$ cat src/rtl/decoder_onehot_reg.sv
// Registered IN_W-bit code decoder, one-hot or thermometer, with
// valid/ready handshake, 1-deep output register and error counter.
module decoder_onehot_reg #(
  parameter int IN_W       = 4,
  parameter int OUT_N      = 10,
  parameter int CNT_W      = 8,
  parameter int ACTIVE_LOW = 0
) (
  input  logic             clk,
  input  logic             rst,
  input  logic             en,
  input  logic             in_valid,
  output logic             in_ready,
  input  logic [IN_W-1:0]  in_code,
  input  logic             mode,
  output logic             out_valid,
  input  logic             out_ready,
  output logic [OUT_N-1:0] y,
  output logic             err,
  input  logic             clr_cnt,
  output logic [CNT_W-1:0] err_cnt
);

  localparam int KW = IN_W + 1;
  localparam logic POL = (ACTIVE_LOW != 0);
  localparam logic [OUT_N-1:0] Y_RST = {OUT_N{POL}};
  localparam logic [CNT_W-1:0] CNT_MAX = '1;

  logic             accept;
  logic             in_range;
  logic [OUT_N-1:0] dec;
  logic [OUT_N-1:0] y_d, y_q;
  logic             err_d, err_q;
  logic             ov_d, ov_q;
  logic [CNT_W-1:0] cnt_d, cnt_q;

  assign in_ready = en & (~ov_q | out_ready);
  assign accept   = in_valid & in_ready;
  assign in_range = {1'b0, in_code} < KW'(OUT_N);

  // Raw decode of the incoming code; thermometer sets every bit at or below c.
  always_comb begin
    dec = '0;
    for (int k = 0; k < OUT_N; k++) begin
      if (mode) dec[k] = ({1'b0, in_code} >= KW'(k));
      else      dec[k] = ({1'b0, in_code} == KW'(k));
    end
  end

  // Next-state for word register, valid flag and saturating error counter.
  always_comb begin
    y_d   = (in_range ? dec : '0) ^ {OUT_N{POL}};
    err_d = ~in_range;
    ov_d  = ov_q;
    if (accept)         ov_d = 1'b1;
    else if (out_ready) ov_d = 1'b0;
    cnt_d = cnt_q;
    if (clr_cnt)
      cnt_d = '0;
    else if (accept && !in_range && cnt_q != CNT_MAX)
      cnt_d = cnt_q + 1'b1;
  end

  // State registers; the word only loads on accept so it holds under stall.
  always_ff @(posedge clk or posedge rst) begin
    if (rst) begin
      ov_q  <= 1'b0;
      y_q   <= Y_RST;
      err_q <= 1'b0;
      cnt_q <= '0;
    end else begin
      ov_q  <= ov_d;
      cnt_q <= cnt_d;
      if (accept) begin
        y_q   <= y_d;
        err_q <= err_d;
      end
    end
  end

  assign out_valid = ov_q;
  assign y         = y_q;
  assign err       = err_q;
  assign err_cnt   = cnt_q;

endmodule

$ cat config.mk
export PLATFORM = sky130hd
export DESIGN_NAME = decoder_onehot_reg
export DESIGN_NICKNAME = d
export VERILOG_FILES = /design/src/rtl/decoder_onehot_reg.sv
export SDC_FILE = /design/constraint.sdc
export NUM_CORES = 1
export LEC_CHECK = 0
export CORE_MARGIN = 4
export CORE_UTILIZATION = 49
export DETAILED_ROUTE_END_ITERATION = 8
export PLACE_DENSITY = 0.94
export SYNTH_ARGS = -nofsm -noshare
export SYNTH_HDL_FRONTEND = slang
export SYNTH_SLANG_ARGS = --single-unit
$ cat constraint.sdc
create_clock -name clk -period 4.1 [get_ports clk]
set_input_delay 0.82 -clock clk [delete_from_list [all_inputs] [get_ports clk]]
set_output_delay 0.82 -clock clk [all_outputs]
set_load 0.05 [all_outputs]
* Word level (Yosys, flattened, before mapping)
Index checks and enable logic that the tools add are counted.
** Operators by class
- Reductions and logical operators :: 6
- $lt $le $gt $ge :: 10
- Add/subtract/negate cells :: 1
- Equality and inequality tests :: 10
- Bitwise logic cells :: 5
- Mux-type cells :: 15
** Operators with widths (count)
- 4-bit by 3-bit equality test with 1-bit output, second input constant :: 4
- 4-bit by 3-bit >= comparator with 1-bit output, second input constant :: 4
- 8-bit 2-to-1 mux :: 2
- 1-bit 2-to-1 mux :: 12
- 10-bit 2-to-1 mux :: 1
- 8-bit by 1-bit adder with 8-bit output, second input constant :: 1
- 4-bit by 2-bit equality test with 1-bit output, second input constant :: 2
- 4-bit equality test, second input constant :: 2
- 4-bit by 2-bit >= comparator with 1-bit output, second input constant :: 2
- 4-bit >= comparator, second input constant :: 2
- 8-bit != test, second input constant :: 1
- 4-bit by 1-bit equality test with 1-bit output, second input constant :: 1
- 4-bit by 1-bit >= comparator with 1-bit output, second input constant :: 1
- 4-bit zero test :: 1
- 4-bit less-than comparator, second input constant :: 1
- 2-bit nonzero test :: 2
- 1-bit bitwise AND :: 2
- 1-bit logical AND :: 2
- 1-bit inverter :: 2
- 1-bit zero test :: 1
- 1-bit OR :: 1
** Storage, ports and cells
- Flip-flop bits (word level) :: 20

* Depth between registers and ports, before layout
Gate-level depths: netlist (run 1).
- Word-level depth :: 8
- Mapped depth :: 6
- Mapped depth without buffers :: 5

* Worst setup path after synthesis (run 1)
OpenSTA, ideal clock, no wires.
- Path kind :: input to output
- Start :: in out_ready
- End :: out in_ready
- Path buffers :: 0
- Data arrival time :: 1.421 ns
- Stages on the path :: 2
- Setup slack :: 1.859 ns
- Cell sequence :: nand2b_1 and2_1
** On the way
- Cells in the longest elaborated chain, start to end :: 2
** Ends and longest elaborated chain
- from (decl) :: RTL line 17 : input logic out_ready,
- 1-bit OR :: RTL line 37 : assign in_ready = en & (~ov_q | out_ready);
- 1-bit bitwise AND :: RTL line 37
- to (decl) :: RTL line 13 : output logic in_ready,
No other way between the ends.

* Worst setup path in the final report (run 1)
Ends and elaborated chain as after synthesis.

==> flow_summary.json, run 1 <==
{
  "synth-main-ff-cell": "dfrtp_1",
  "num_vias": 1022,
  "gp_congestion": 0.809,
  "cts.reportedPaths.clkPinSlew_ps": 110,
  "grt_antenna_before_repair": 0,
  "ir_drop_uv": 277,
  "nNetsFinal": 154,
  "syn_to_final_growth_pct": 32.0,
  "postSynthCellCount": 113,
  "dp_slack_ps": 886,
  "tns_ps": 0,
  "ys_seq_elements": 20,
  "clock-sinks": 20,
  "crit_required_ps": 3280,
  "area.sequential_sq_um": 500,
  "viasPerCell": 6.08,
  "reg2reg_depth": 5,
  "critPathLaunchType": "primary input",
  "worstSetupPathType": "primary input to output pin",
  "core_area_sq_um": 2020,
  "critPathCapture": "in_ready",
  "final_hold_viol_count": 0,
  "initial_utilization": 0.532,
  "critPathTopFamily": "buffers and inverters",
  "grt_pass1_wl_um": 4280,
  "dp_hpwl_um": 1940,
  "hp-start": "y[7]$_DFFE_PP0P_",
  "regToRegSetupSlack_ps": 2190,
  "r2r-start": "err_cnt[0]$_DFFE_PP0P_",
  "num-fill-cells": 152,
  "setup_ws_ps": 897,
  "clock_skew_ps": 0.927,
  "cts_buffer_depth": 2,
  "yosysSeqAreaShare": 0.465,
  "numCtsBuffers": 3,
  "crit_chain": "clkdlybuf4s50_1 > nand2b_1 > and2_1 > clkdlybuf4s50_1",
  "yosys.area.top_type": "dfrtp_1",
  "synth_cell_type_count": 40,
  "hold_buffers": 0,
  "fp.dieW_um": 54.9,
  "ys_warn_count": 0,
  "grt_max_degree": 21,
  "layout-drive-gt1-share": 0.0851,
  "fin_crit_sh": 0.781,
  "rows": 16,
  "synth_area_leaders": "dfrtp_1, a21oi_1, o21ai_0",
  "min_period_ps": 3200,
  "cellLeakagePower_nw": 0.581,
  "die_h_um": 54.9,
  "slew_headroom": 0.504,
  "max_stage_delay_ps": 790,
  "first_pass_iters": 4,
  "max_freq_mhz": 312,
  "synth_top_area_frac": 0.465,
  "antenna_cells": 0,
  "synth_edf_count": 0,
  "io_buffers": 31,
  "rsz0062_at_grt": "false",
  "cts-root-buf": "clkbuf_4",
  "insertion_delay_ps": 300,
  "grt_util_all_layers": 0.208,
  "crit_arrival_ps": 2380,
  "wirelength_um": 2790,
  "syn_nets": 125,
  "cp_num_buf_inv": 2,
  "cts_tree": "built",
  "maxCapViolations": 0,
  "syn_area_sq_um": 1080,
  "drt_iter0_drc": 34,
  "ioPinCount": 32,
  "slew_violations": 0,
  "hold_path_class": "flip-flop to flip-flop",
  "status": "finished, final reports clean",
  "crit_slowest_cell": "clkdlybuf4s50_1",
  "ant_nets": 0,
  "endpoint_kind": "output pin",
  "async_flop_share": 1.00,
  "rr_endpoint": "err_cnt[3]$_DFFE_PP0P_",
  "syn_avg_cell_area_sq_um": 9.52,
  "ctsResizeCount": 0,
  "cp_max_fo": 5,
  "worstMarginPinSlew_ps": 743,
  "cellPowerDensity_nw_per_um2": 336,
  "grt_pass1_vias": 933,
  "mostFrequentLayoutCells": "clkdlybuf4s50_1, dfrtp_1, nand2_1",
  "final_common_cell": "clkdlybuf4s50_1",
  "overflow": 0,
  "dieArea_sq_um": 3010,
  "setup_viol": 0,
  "htreeDepth": 1,
  "post_drt_wl_per_cell_um": 16.6,
  "cp.depth": 4,
  "multi_input_area_sq_um": 520,
  "drc_errors": 0,
  "cts_setup_buffers": 0,
  "startpoint": "out_ready",
  "path_common_cell": "clkdlybuf4s50_1"
}
## where the power goes
part / internal (mW) / switching [mW] / leakage, nW
Sequential: 0.212 / 0.00846 / 0.269
Clock: 0.0541 / 0.0593 / 0.0210
Combinational: 0.0496 / 0.0933 / 0.292
Total: 0.316 / 0.161 / 0.581
## synth_stat cells, drive strengths merged (2+ instances only)
cell type,count
a21oi,11
nand3,3
buf,4
o21ai,9
nand4,2
or3,2
nand2,12
o31ai,5
clkbuf,3
and3,2
mux2,3
dfrtp,20
inv,5
nand3b,3
and2,2
nor2,2
or4,4
a22o,2
a31oi,4
## layer usage
layer | part of all wire | vias to the layer above | GRT usage
li1 | - | 476 | -
met1 | 0.40 | 486 | 0.243
met2 | 0.50 | 50 | 0.344
met3 | 0.055 | 10 | 0.0354
met4 | 0.044 | 0 | 0.137
met5 | 0 | - | 0
## flip-flops by register name, summed over array words and instances, names as in the netlist
name       flops
y             10
err_cnt        8
err            1
out_valid      1
## cell type report
cell class	count	share of cell area
multi-input combinational	81	0.367
sequential	20	0.352
timing repair buffer	31	0.219
clock buffer	4	0.0256
tap	27	0.0238
inverter	5	0.0132
## through the flow
stage | hold WS [ps] | total power [mW] | instance area (sq um) | util | cells
floorplan | 744 | 0.315 | 1080 | - | 113
global placement | 460 | 0.363 | 1380 | 0.684 | 164
detailed placement | 470 | 0.367 | 1380 | 0.684 | 164
CTS | 496 | 0.482 | 1420 | 0.702 | 168
global route | 514 | 0.502 | 1420 | 0.702 | 168
finish | 485 | 0.477 | 1420 | 0.702 | 168
## worst register-to-register path, stage by stage, from the launching register on
cell     delay [ps]
dfrtp_1         450
ha_1            240
and2_4          170
and3_4          220
or4_1           540
a21oi_1         210
## worst min-delay path by stage
stage | to | cells after the start | slack, ps
after global routing | y[6]$_DFFE_PP0P_ | 2 | 510
final | y[7]$_DFFE_PP0P_ | 2 | 480
after detailed placement | y[3]$_DFFE_PP0P_ | 2 | 470
after CTS | y[3]$_DFFE_PP0P_ | 2 | 500
after global placement | err$_DFFE_PP0P_ | 2 | 460
after floorplan | err$_DFFE_PP0P_ | 2 | 740
## kinds of logic after synthesis
family                     Yosys count  share of synthesized area
AOI/OAI and AO/OA                   37                      0.210
adders and majority gates            1                     0.0116
buffers and inverters               12                     0.0512
DFF                                 20                      0.465
muxes                                4                     0.0407
and+or+nand+nor                     39                      0.221
(Power assumes the default switching activity.)
==> run 2, diff against run 1 <==
CORE_UTILIZATION = 41   (was 49)
PLACE_DENSITY = 0.85   (was 0.94)
clock period = 2.7 ns   (was 4.1 ns; I/O delays follow)
==> flow_summary.json, run 2 (synthesis results as in run 1) <==
{
  "cellPowerDensity_nw_per_um2": 544,
  "antenna_cells": 0,
  "max_stage_delay_ps": 840,
  "grt_antenna_before_repair": 0,
  "status": "finished, final reports clean",
  "hold_buffers": 0,
  "hold_path_class": "flip-flop to flip-flop",
  "cp_max_fo": 7,
  "grt_max_degree": 21,
  "slew_headroom": 0.505,
  "ctsResizeCount": 0,
  "htreeDepth": 1,
  "cts_tree": "built",
  "viasPerCell": 5.64,
  "regToRegSetupSlack_ps": 930,
  "crit_arrival_ps": 1630,
  "fin_crit_sh": 0.803,
  "clock_skew_ps": 16.2,
  "use_met3": 0.0414,
  "maxCapViolations": 0,
  "drt_iter0_drc": 22,
  "syn_to_final_growth_pct": 36.9,
  "layout-drive-gt1-share": 0.111,
  "finalPower_uw": 801,
  "largest_reg_flops": 10,
  "worstSetupPathType": "flip-flop to output pin",
  "num_vias": 981,
  "rsz0062_at_grt": "false",
  "holdPathStages": 1,
  "dp_hpwl_um": 1830,
  "setup_viol": 0,
  "final_common_cell": "clkdlybuf4s50_1",
  "r2r-start": "err_cnt[0]$_DFFE_PP0P_",
  "hp-start": "y[0]$_DFFE_PP0P_",
  "final_hold_viol_count": 0,
  "cts_setup_buffers": 0,
  "ant_nets": 0,
  "holdPathEnd": "y[0]$_DFFE_PP0P_",
  "num-fill-cells": 215,
  "place_area_sq_um": 1420,
  "crit_slowest_cell": "clkdlybuf4s50_1",
  "first_pass_iters": 4,
  "slew_violations": 0,
  "clock-sinks": 20,
  "gp_congestion": 0.757,
  "core_area_sq_um": 2500,
  "cellLeakagePower_nw": 0.607,
  "fp.dieW_um": 59.2,
  "rows": 18,
  "cts.reportedPaths.clkPinSlew_ps": 120,
  "reg2reg_depth": 5,
  "grt_pass1_vias": 948,
  "die_h_um": 59.2,
  "tns_ps": 0,
  "busiest_layer": "met2",
  "insertion_delay_ps": 310,
  "post_drt_wl_per_cell_um": 14.1,
  "min_period_ps": 2170,
  "dieArea_sq_um": 3510,
  "cts-root-buf": "clkbuf_4",
  "worstMarginPinSlew_ps": 741,
  "ir_drop_uv": 443,
  "use_met2": 0.254,
  "max_freq_mhz": 461,
  "hold_ws_ps": 482,
  "gr-usage-met1": 0.178,
  "cts_buffer_depth": 2,
  "nNetsFinal": 157,
  "critPathTopFamily": "buffers and inverters",
  "ioPinCount": 32,
  "drc_errors": 0,
  "critPathLaunchType": "flip-flop",
  "mostFrequentLayoutCells": "clkdlybuf4s50_1, dfrtp_1, nand2_1",
  "fin_area_sq_um": 1470,
  "wirelength_um": 2460,
  "crit_required_ps": 2160,
  "grt_util_all_layers": 0.150,
  "cp_num_buf_inv": 1,
  "grt_pass1_wl_um": 4020,
  "endpoint_kind": "output pin",
  "rr_endpoint": "err_cnt[3]$_DFFE_PP0P_",
  "crit_chain": "clkdlybuf4s50_1",
  "initial_utilization": 0.430,
  "utilization": 0.589,
  "numCtsBuffers": 3,
  "io_buffers": 31,
  "overflow": 0
}
## run 2: worst max path at each step
stage / start / end / slack, ps / depth (start not counted)
floorplan: err_cnt[0]$_DFFE_PP0P_ / err_cnt[5]$_DFFE_PP0P_ / 700 / 6
global placement: in_code[3] / err_cnt[6]$_DFFE_PP0P_ / 320 / 5
detailed placement: in_code[3] / err_cnt[6]$_DFFE_PP0P_ / 210 / 5
CTS: err_cnt[3]$_DFFE_PP0P_ / err_cnt[3] / 540 / 1
global route: in_code[3] / err_cnt[6]$_DFFE_PP0P_ / 450 / 5
finish: err_cnt[3]$_DFFE_PP0P_ / err_cnt[3] / 530 / 1
## run 2: per-layer routing
layer  share of wire  vias up
li1                -      483
met1            0.44      464
met2            0.49       30
met3           0.048        4
met4           0.019        0
met5               0        -
## run 2: layout make-up
| type | count | area [sq um] | share of cell area |
|---|---|---|---|
| Sequential cell | 20 | 500 | 0.340 |
| Inverter | 5 | 18.8 | 0.0127 |
| Clock inverter | 1 | 30.0 | 0.0204 |
| Clock buffer | 3 | 22.5 | 0.0153 |
| Tap cell | 30 | 37.5 | 0.0255 |
| Multi-Input combinational cell | 81 | 520 | 0.353 |
| Timing Repair Buffer | 34 | 343 | 0.233 |
## run 2: power by group
group | switching (mW) | internal (mW) | leakage (nW)
logic | 0.141 | 0.0807 | 0.311
clock network | 0.0943 | 0.150 | 0.0279
registers | 0.0119 | 0.322 | 0.269
total | 0.248 | 0.553 | 0.607
## run 2: metrics by stage
step	std cells	setup WS (ps)
after floorplan	113	701
after global placement	170	316
after detailed placement	170	211
after CTS	174	540
after global routing	174	453
final	174	532
